## config.mk

```make
export PLATFORM = sky130hd
export DESIGN_NAME = ecc_secded_link
export DESIGN_NICKNAME = d
export VERILOG_FILES = /design/src/rtl/ecc_secded_pkg.sv /design/src/rtl/ecc_secded_dec.sv /design/src/rtl/ecc_secded_link.sv
export SDC_FILE = /design/constraint.sdc
export NUM_CORES = 1
export LEC_CHECK = 0
export CORE_ASPECT_RATIO = 0.75
export CORE_MARGIN = 4
export CORE_UTILIZATION = 45
export CTS_CLUSTER_DIAMETER = 40
export DETAILED_ROUTE_END_ITERATION = 7
export MAX_ROUTING_LAYER = met4
export PLACE_DENSITY_LB_ADDON = 0.12
export SKIP_CTS_REPAIR_TIMING = 1
export SYNTH_ARGS = -nofsm -noshare
export SYNTH_HDL_FRONTEND = slang
export SYNTH_HIERARCHICAL = 1
export SYNTH_SLANG_ARGS = --single-unit
```

## constraint.sdc

```tcl
create_clock -name clk -period 1.9 [get_ports clk]
set_input_delay 0.19 -clock clk [delete_from_list [all_inputs] [get_ports clk]]
set_output_delay 0.19 -clock clk [all_outputs]
set_load 0.02 [all_outputs]
```

## src/rtl/ecc_secded_pkg.sv

```systemverilog
// Shared types and constant functions for the SECDED link: parity sizing and
// the mapping of payload bits onto Hamming codeword positions.
package ecc_secded_pkg;

  typedef enum logic [1:0] {
    CLEAN  = 2'd0,
    CORR   = 2'd1,
    UNCORR = 2'd2
  } syn_class_e;

  // Smallest p with 2^p >= data_w + p + 1.
  function automatic int calc_par_w(input int data_w);
    int p;
    p = 0;
    while ((1 << p) < data_w + p + 1) p++;
    return p;
  endfunction

  function automatic bit is_pow2(input int idx);
    return (idx > 0) && ((idx & (idx - 1)) == 0);
  endfunction

  // Codeword position carrying payload bit idx (data fills non-power-of-2 slots).
  function automatic int data_pos(input int data_w, input int idx);
    int n;
    int pos_out;
    n       = 0;
    pos_out = 0;
    for (int pos = 1; pos <= data_w + calc_par_w(data_w); pos++) begin
      if (!is_pow2(pos)) begin
        if (n == idx) pos_out = pos;
        n++;
      end
    end
    return pos_out;
  endfunction

  // Payload bit index held at codeword position pos, or -1 for parity slots.
  function automatic int pos_data_idx(input int pos);
    int n;
    n = 0;
    if (is_pow2(pos) || pos == 0) return -1;
    for (int p = 1; p < pos; p++) begin
      if (!is_pow2(p)) n++;
    end
    return n;
  endfunction

endpackage

```

## src/rtl/ecc_secded_dec.sv

```systemverilog
// Combinational SECDED decoder: syndrome, overall parity, single-bit repair
// and payload extraction for one codeword.
module ecc_secded_dec
  import ecc_secded_pkg::*;
#(
  parameter  int DATA_W = 8,
  localparam int PAR_W  = calc_par_w(DATA_W),
  localparam int CW_W   = DATA_W + PAR_W + 1
) (
  input  logic [CW_W-1:0]   i_cw,
  output logic [DATA_W-1:0] o_data,
  output logic [PAR_W-1:0]  o_syn,
  output logic              o_corrected,
  output logic              o_uncorrectable
);

  logic [PAR_W-1:0] w_syn;
  logic             w_pe;
  logic [CW_W-1:0]  w_fix;
  syn_class_e       w_cls;

  // NOTE: every always_comb output gets a default first so no path infers a latch.
  always_comb begin
    w_syn = '0;
    for (int pos = 1; pos < CW_W; pos++) begin
      if (i_cw[pos]) w_syn = w_syn ^ PAR_W'(pos);
    end
  end

  assign w_pe = ^i_cw;

  // A nonzero syndrome with odd parity is only repairable if it names a real position.
  always_comb begin
    w_fix = i_cw;
    w_cls = CLEAN;
    if (w_syn == '0) begin
      w_cls = w_pe ? CORR : CLEAN;
    end else if (w_pe && (int'(w_syn) <= CW_W - 1)) begin
      w_fix = i_cw ^ (CW_W'(1) << w_syn);
      w_cls = CORR;
    end else begin
      w_cls = UNCORR;
    end
  end

  always_comb begin
    o_data = '0;
    for (int i = 0; i < DATA_W; i++) o_data[i] = w_fix[data_pos(DATA_W, i)];
  end

  assign o_syn           = w_syn;
  assign o_corrected     = (w_cls == CORR);
  assign o_uncorrectable = (w_cls == UNCORR);

endmodule

```

## src/rtl/ecc_secded_link.sv

```systemverilog
// Two-stage SECDED loopback link: S1 encodes and injects errors, S2 decodes;
// valid/ready handshake with saturating corrected/uncorrectable counters.
module ecc_secded_link
  import ecc_secded_pkg::*;
#(
  parameter  int DATA_W = 8,
  parameter  int CNT_W  = 16,
  localparam int PAR_W  = calc_par_w(DATA_W),
  localparam int CW_W   = DATA_W + PAR_W + 1
) (
  input  logic              clk,
  input  logic              rst_n,
  input  logic              in_valid,
  output logic              in_ready,
  input  logic [DATA_W-1:0] in_data,
  input  logic [CW_W-1:0]   inject_mask,
  output logic              out_valid,
  input  logic              out_ready,
  output logic [DATA_W-1:0] out_data,
  output logic              out_corrected,
  output logic              out_uncorrectable,
  output logic [PAR_W-1:0]  out_syndrome,
  input  logic              clr_cnt,
  output logic [CNT_W-1:0]  corr_cnt,
  output logic [CNT_W-1:0]  uncorr_cnt
);

  logic              r_s1_valid;
  logic [CW_W-1:0]   r_s1_cw;
  logic              r_s2_valid;
  logic [DATA_W-1:0] r_s2_data;
  logic              r_s2_corr;
  logic              r_s2_uncorr;
  logic [PAR_W-1:0]  r_s2_syn;
  logic [CNT_W-1:0]  r_corr_cnt;
  logic [CNT_W-1:0]  r_uncorr_cnt;

  logic              w_s1_adv;
  logic              w_s2_adv;
  logic              w_fire;
  logic [CW_W-1:0]   w_enc;
  logic [DATA_W-1:0] w_dec_data;
  logic [PAR_W-1:0]  w_dec_syn;
  logic              w_dec_corr;
  logic              w_dec_uncorr;

  assign w_s2_adv = !r_s2_valid || out_ready;
  assign w_s1_adv = !r_s1_valid || w_s2_adv;
  assign w_fire   = r_s2_valid && out_ready;

  // Parity k covers data positions with index bit k set; parity slots are still zero here.
  always_comb begin
    w_enc = '0;
    for (int i = 0; i < DATA_W; i++) w_enc[data_pos(DATA_W, i)] = in_data[i];
    for (int k = 0; k < PAR_W; k++) begin
      for (int pos = 1; pos < CW_W; pos++) begin
        if (((pos >> k) & 1) == 1 && !is_pow2(pos)) w_enc[1 << k] = w_enc[1 << k] ^ w_enc[pos];
      end
    end
    w_enc[0] = ^w_enc[CW_W-1:1];
  end

  // NOTE: datapath registers are reset too, because the outputs must read as zero after reset.
  always_ff @(posedge clk) begin
    if (!rst_n) begin
      r_s1_valid <= 1'b0;
      r_s1_cw    <= '0;
    end else if (w_s1_adv) begin
      r_s1_valid <= in_valid;
      if (in_valid) r_s1_cw <= w_enc ^ inject_mask;
    end
  end

  ecc_secded_dec #(.DATA_W(DATA_W)) u_dec (
    .i_cw            (r_s1_cw),
    .o_data          (w_dec_data),
    .o_syn           (w_dec_syn),
    .o_corrected     (w_dec_corr),
    .o_uncorrectable (w_dec_uncorr)
  );

  always_ff @(posedge clk) begin
    if (!rst_n) begin
      r_s2_valid  <= 1'b0;
      r_s2_data   <= '0;
      r_s2_corr   <= 1'b0;
      r_s2_uncorr <= 1'b0;
      r_s2_syn    <= '0;
    end else if (w_s2_adv) begin
      r_s2_valid <= r_s1_valid;
      if (r_s1_valid) begin
        r_s2_data   <= w_dec_data;
        r_s2_corr   <= w_dec_corr;
        r_s2_uncorr <= w_dec_uncorr;
        r_s2_syn    <= w_dec_syn;
      end
    end
  end

  // Clear takes priority over a same-cycle increment; counts stick at all-ones.
  always_ff @(posedge clk) begin
    if (!rst_n || clr_cnt) begin
      r_corr_cnt   <= '0;
      r_uncorr_cnt <= '0;
    end else begin
      if (w_fire && r_s2_corr && (r_corr_cnt != '1)) r_corr_cnt <= r_corr_cnt + CNT_W'(1);
      if (w_fire && r_s2_uncorr && (r_uncorr_cnt != '1)) r_uncorr_cnt <= r_uncorr_cnt + CNT_W'(1);
    end
  end

  assign in_ready          = w_s1_adv;
  assign out_valid         = r_s2_valid;
  assign out_data          = r_s2_data;
  assign out_corrected     = r_s2_corr;
  assign out_uncorrectable = r_s2_uncorr;
  assign out_syndrome      = r_s2_syn;
  assign corr_cnt          = r_corr_cnt;
  assign uncorr_cnt        = r_uncorr_cnt;

endmodule

```

==> run metrics <==
Vias 3054; crit path from r_s1_cw[5]; mux cell area share after synthesis 0.577%; Max Freq 532 MHz; unrepaired setup endpoints after global routing yes; type of the worst setup path flop to flop; Final Hold Viols 0; ys async rst share 0%; Critical R2R Launch r_s1_cw[5]; Num CTS Buffers 9; layout cells sized above 1 21.0%; Peak VDD IR 0.000424 V; internal power 2.82 mW; Mapped Nets 410; area post-placement 4530 um^2; CTS tree built; Crit path largest cell delay 420 ps; initial drt markers 105; largest net degree at the start of global routing 33; Warnings, synthesis 6; worst path required time 2140 ps; M1 WL 3.97 mm; outcome finished, final reports clean; # setup viols final 0; antenna cells 0; Clock Power Share 31.4%; aggregate global routing overflow 0; minimum clock period 1880 ps; synth top area cells dfxtp_1, xnor2_1, nand2_1; largest fanout on the critical path 4; Post-Syn Area per Cell 9.08 um^2; Most used DFF post-synth dfxtp_1; DP HPWL 5.93 mm; # H-tree levels 3; sw power 1.24 mW; DIE HEIGHT 84.0 um; # rows 27; clock latency on the worst-skew pair 340 ps; routed wl met3 487 um; area share of fa/ha/maj cells after synthesis 0.722%; register area share after synthesis 35.2%; Placed Instances 576; Total GRT Usage 18.7%; Non-Filler Instances 600; Data arrival, critical path 2120 ps; vias in the first global route 2902; Seq cells post-synth 61; slew of the pin with the lowest slew margin 593 ps; Compound-Gate Fraction of Synth Area 12.4%; relative slew slack 60.4%; sequential share of power 34.8%; clock transition at the registers of the reported paths 70 ps; routed vias/inst 5.09; Die Wd 109 um; Crit path top cell by count buf_6; total wire length 8.24 mm; slowest cell on the critical path xor3_2; Final period util 99.0%; Sw Ratio 30.6%; area leader, netlist dfxtp_1; Hold Path Class flop to flop; Final Max Slew Viols 0; CP Capture Type flop; Post-synth EDFFs 0; Final Instance Area 5000 um^2; Synth Instances 382; pwr/cell area 811 nW/um^2; num ports 74; clock skew 9.50 ps; Core ar. 7430 um^2; Area Growth Syn to Fin 44.3%; CTS max path bufs 2; Comb power frac 33.8%; largest family of logic cells by synthesized area simple AND/OR/NAND/NOR gates; Total Nets Final 523; Mapped Area 3470 um^2; initial antenna violation count 0; metal2 WL 3.67 mm; DRC 0; Detailed Routing Iterations Pass 1 4; final core occ 67.3%; Post-DRT Antenna Nets 0; Routed WL per cell 13.7 um; Root Buffer clkbuf_8; max-cap viol count 0; CTS sink count 61; Startpoint Class flop; starting density of the core 46.7%; top sig layer met4; post-synth top area share 35.2%; Die ar. 9190 um^2; number of buffers added on ports 73; Synth cell types 53; GPL Wtd Cong 0.896; HP Start out_data[2]; Cell Chain, Critical Path buf_6, xnor2_4, xor3_2, inv_2, buf_6, nor2_2, a221o_1, nand2_1, a21boi_1; first-pass GRT wire length 13.6 mm; Leak 1.91 nW; xor/xnor share of the synthesized area 23.3%; post-synthesis simple-gate area fraction 25.3%
==> worst max-delay path, delay by kind of cell, from the launching register on <==
family	cells	cell delay [ps]
flops	1	370
compound gates	2	420
simple gates	2	100
buf+inv	3	340
xor+xnor	2	540
==> sequential cells by signal (all words and copies together) (netlist names) <==
signal             count
out_corrected          1
uncorr_cnt            16
r_s1_cw               13
out_syndrome           4
out_valid              1
out_uncorrectable      1
corr_cnt              16
out_data               8
r_s1_valid             1
==> cell families (layout without fill, tap and decap cells) <==
kind of cell    Yosys count  in the layout
fa+ha+maj                 2              2
compound gates           59             59
flops                    61             61
buf+inv                  19            136
simple gates            162            162
mux                       2              2
xor+xnor                 77             77
==> layout make-up <==
type                       count  area, um^2
timing repair buffer         116        1090
sequential                    61        1240
inverter                       5        18.8
multi-input combinational    302        2310
fill                         617        2430
clock inverter                 6        88.8
tap                          101         126
clock buffer                   9         124
==> power by group through the flow <==
| stage | Combinational [mW] | Clock (mW) | Sequential, mW |
|---|---|---|---|
| after global placement | 1.03 | 0 | 1.42 |
| after CTS | 1.05 | 1.31 | 1.40 |
| after global routing | 1.48 | 1.37 | 1.42 |
| after detailed placement | 1.04 | 0 | 1.43 |
| final | 1.37 | 1.27 | 1.41 |
| after floorplan | 0.648 | 0 | 1.45 |
==> layout by cell type (no fill, tap or decap), types with 7 or more instances in the layout <==
cell	n
xnor2_1	37
and4_1	7
nand2_1	56
xor2_1	22
nor2_1	32
a21boi_0	8
buf_4	36
and3_1	8
o211a_1	9
a21boi_1	9
o21ai_1	8
nor3_1	7
dfxtp_1	52
nand3_1	16
clkdlybuf4s50_1	72
clkbuf_8	9
==> metal layers <==
layer,global-route usage (%),vias to the layer above
li1,-,1555
met1,25.9,1404
met2,26.5,85
met3,4.80,10
met4,6.12,0
met5,-,-
==> path summary, 6_finish.rpt <==
kind | slack (ps) | end | cells past startpoint
setup reg to reg | 20 | out_corrected | 9
setup / recovery | 20 | out_corrected | 9
hold / removal | 450 | out_data[2] | 2
hold reg to reg | 450 | out_data[2] | 2
==> synthesized netlist by cell type, types with 7 or more instances <==
master and instances:
o21ai_1 8, nand3_1 16, xor2_1 23, nor2_1 34
nor3_1 7, nand2_1 56, o211a_1 9, xnor2_1 40
a21boi_0 17, and3_1 8, dfxtp_1 61, and4_1 8
clkbuf_1 9, xnor2_2 7
==> through the flow <==
stage               TNS [ps]  power [mW]  setup slack, ps  hold WS, ps
global route            -209        4.26            -49.5          470
finish                     0        4.06             19.2          453
CTS                    -9.48        3.76            -9.48          457
detailed placement         0        2.47             9.04          457
floorplan                  0        2.10              109          350
global placement           0        2.45             21.3          452
Power figures use the tool's default switching activity.
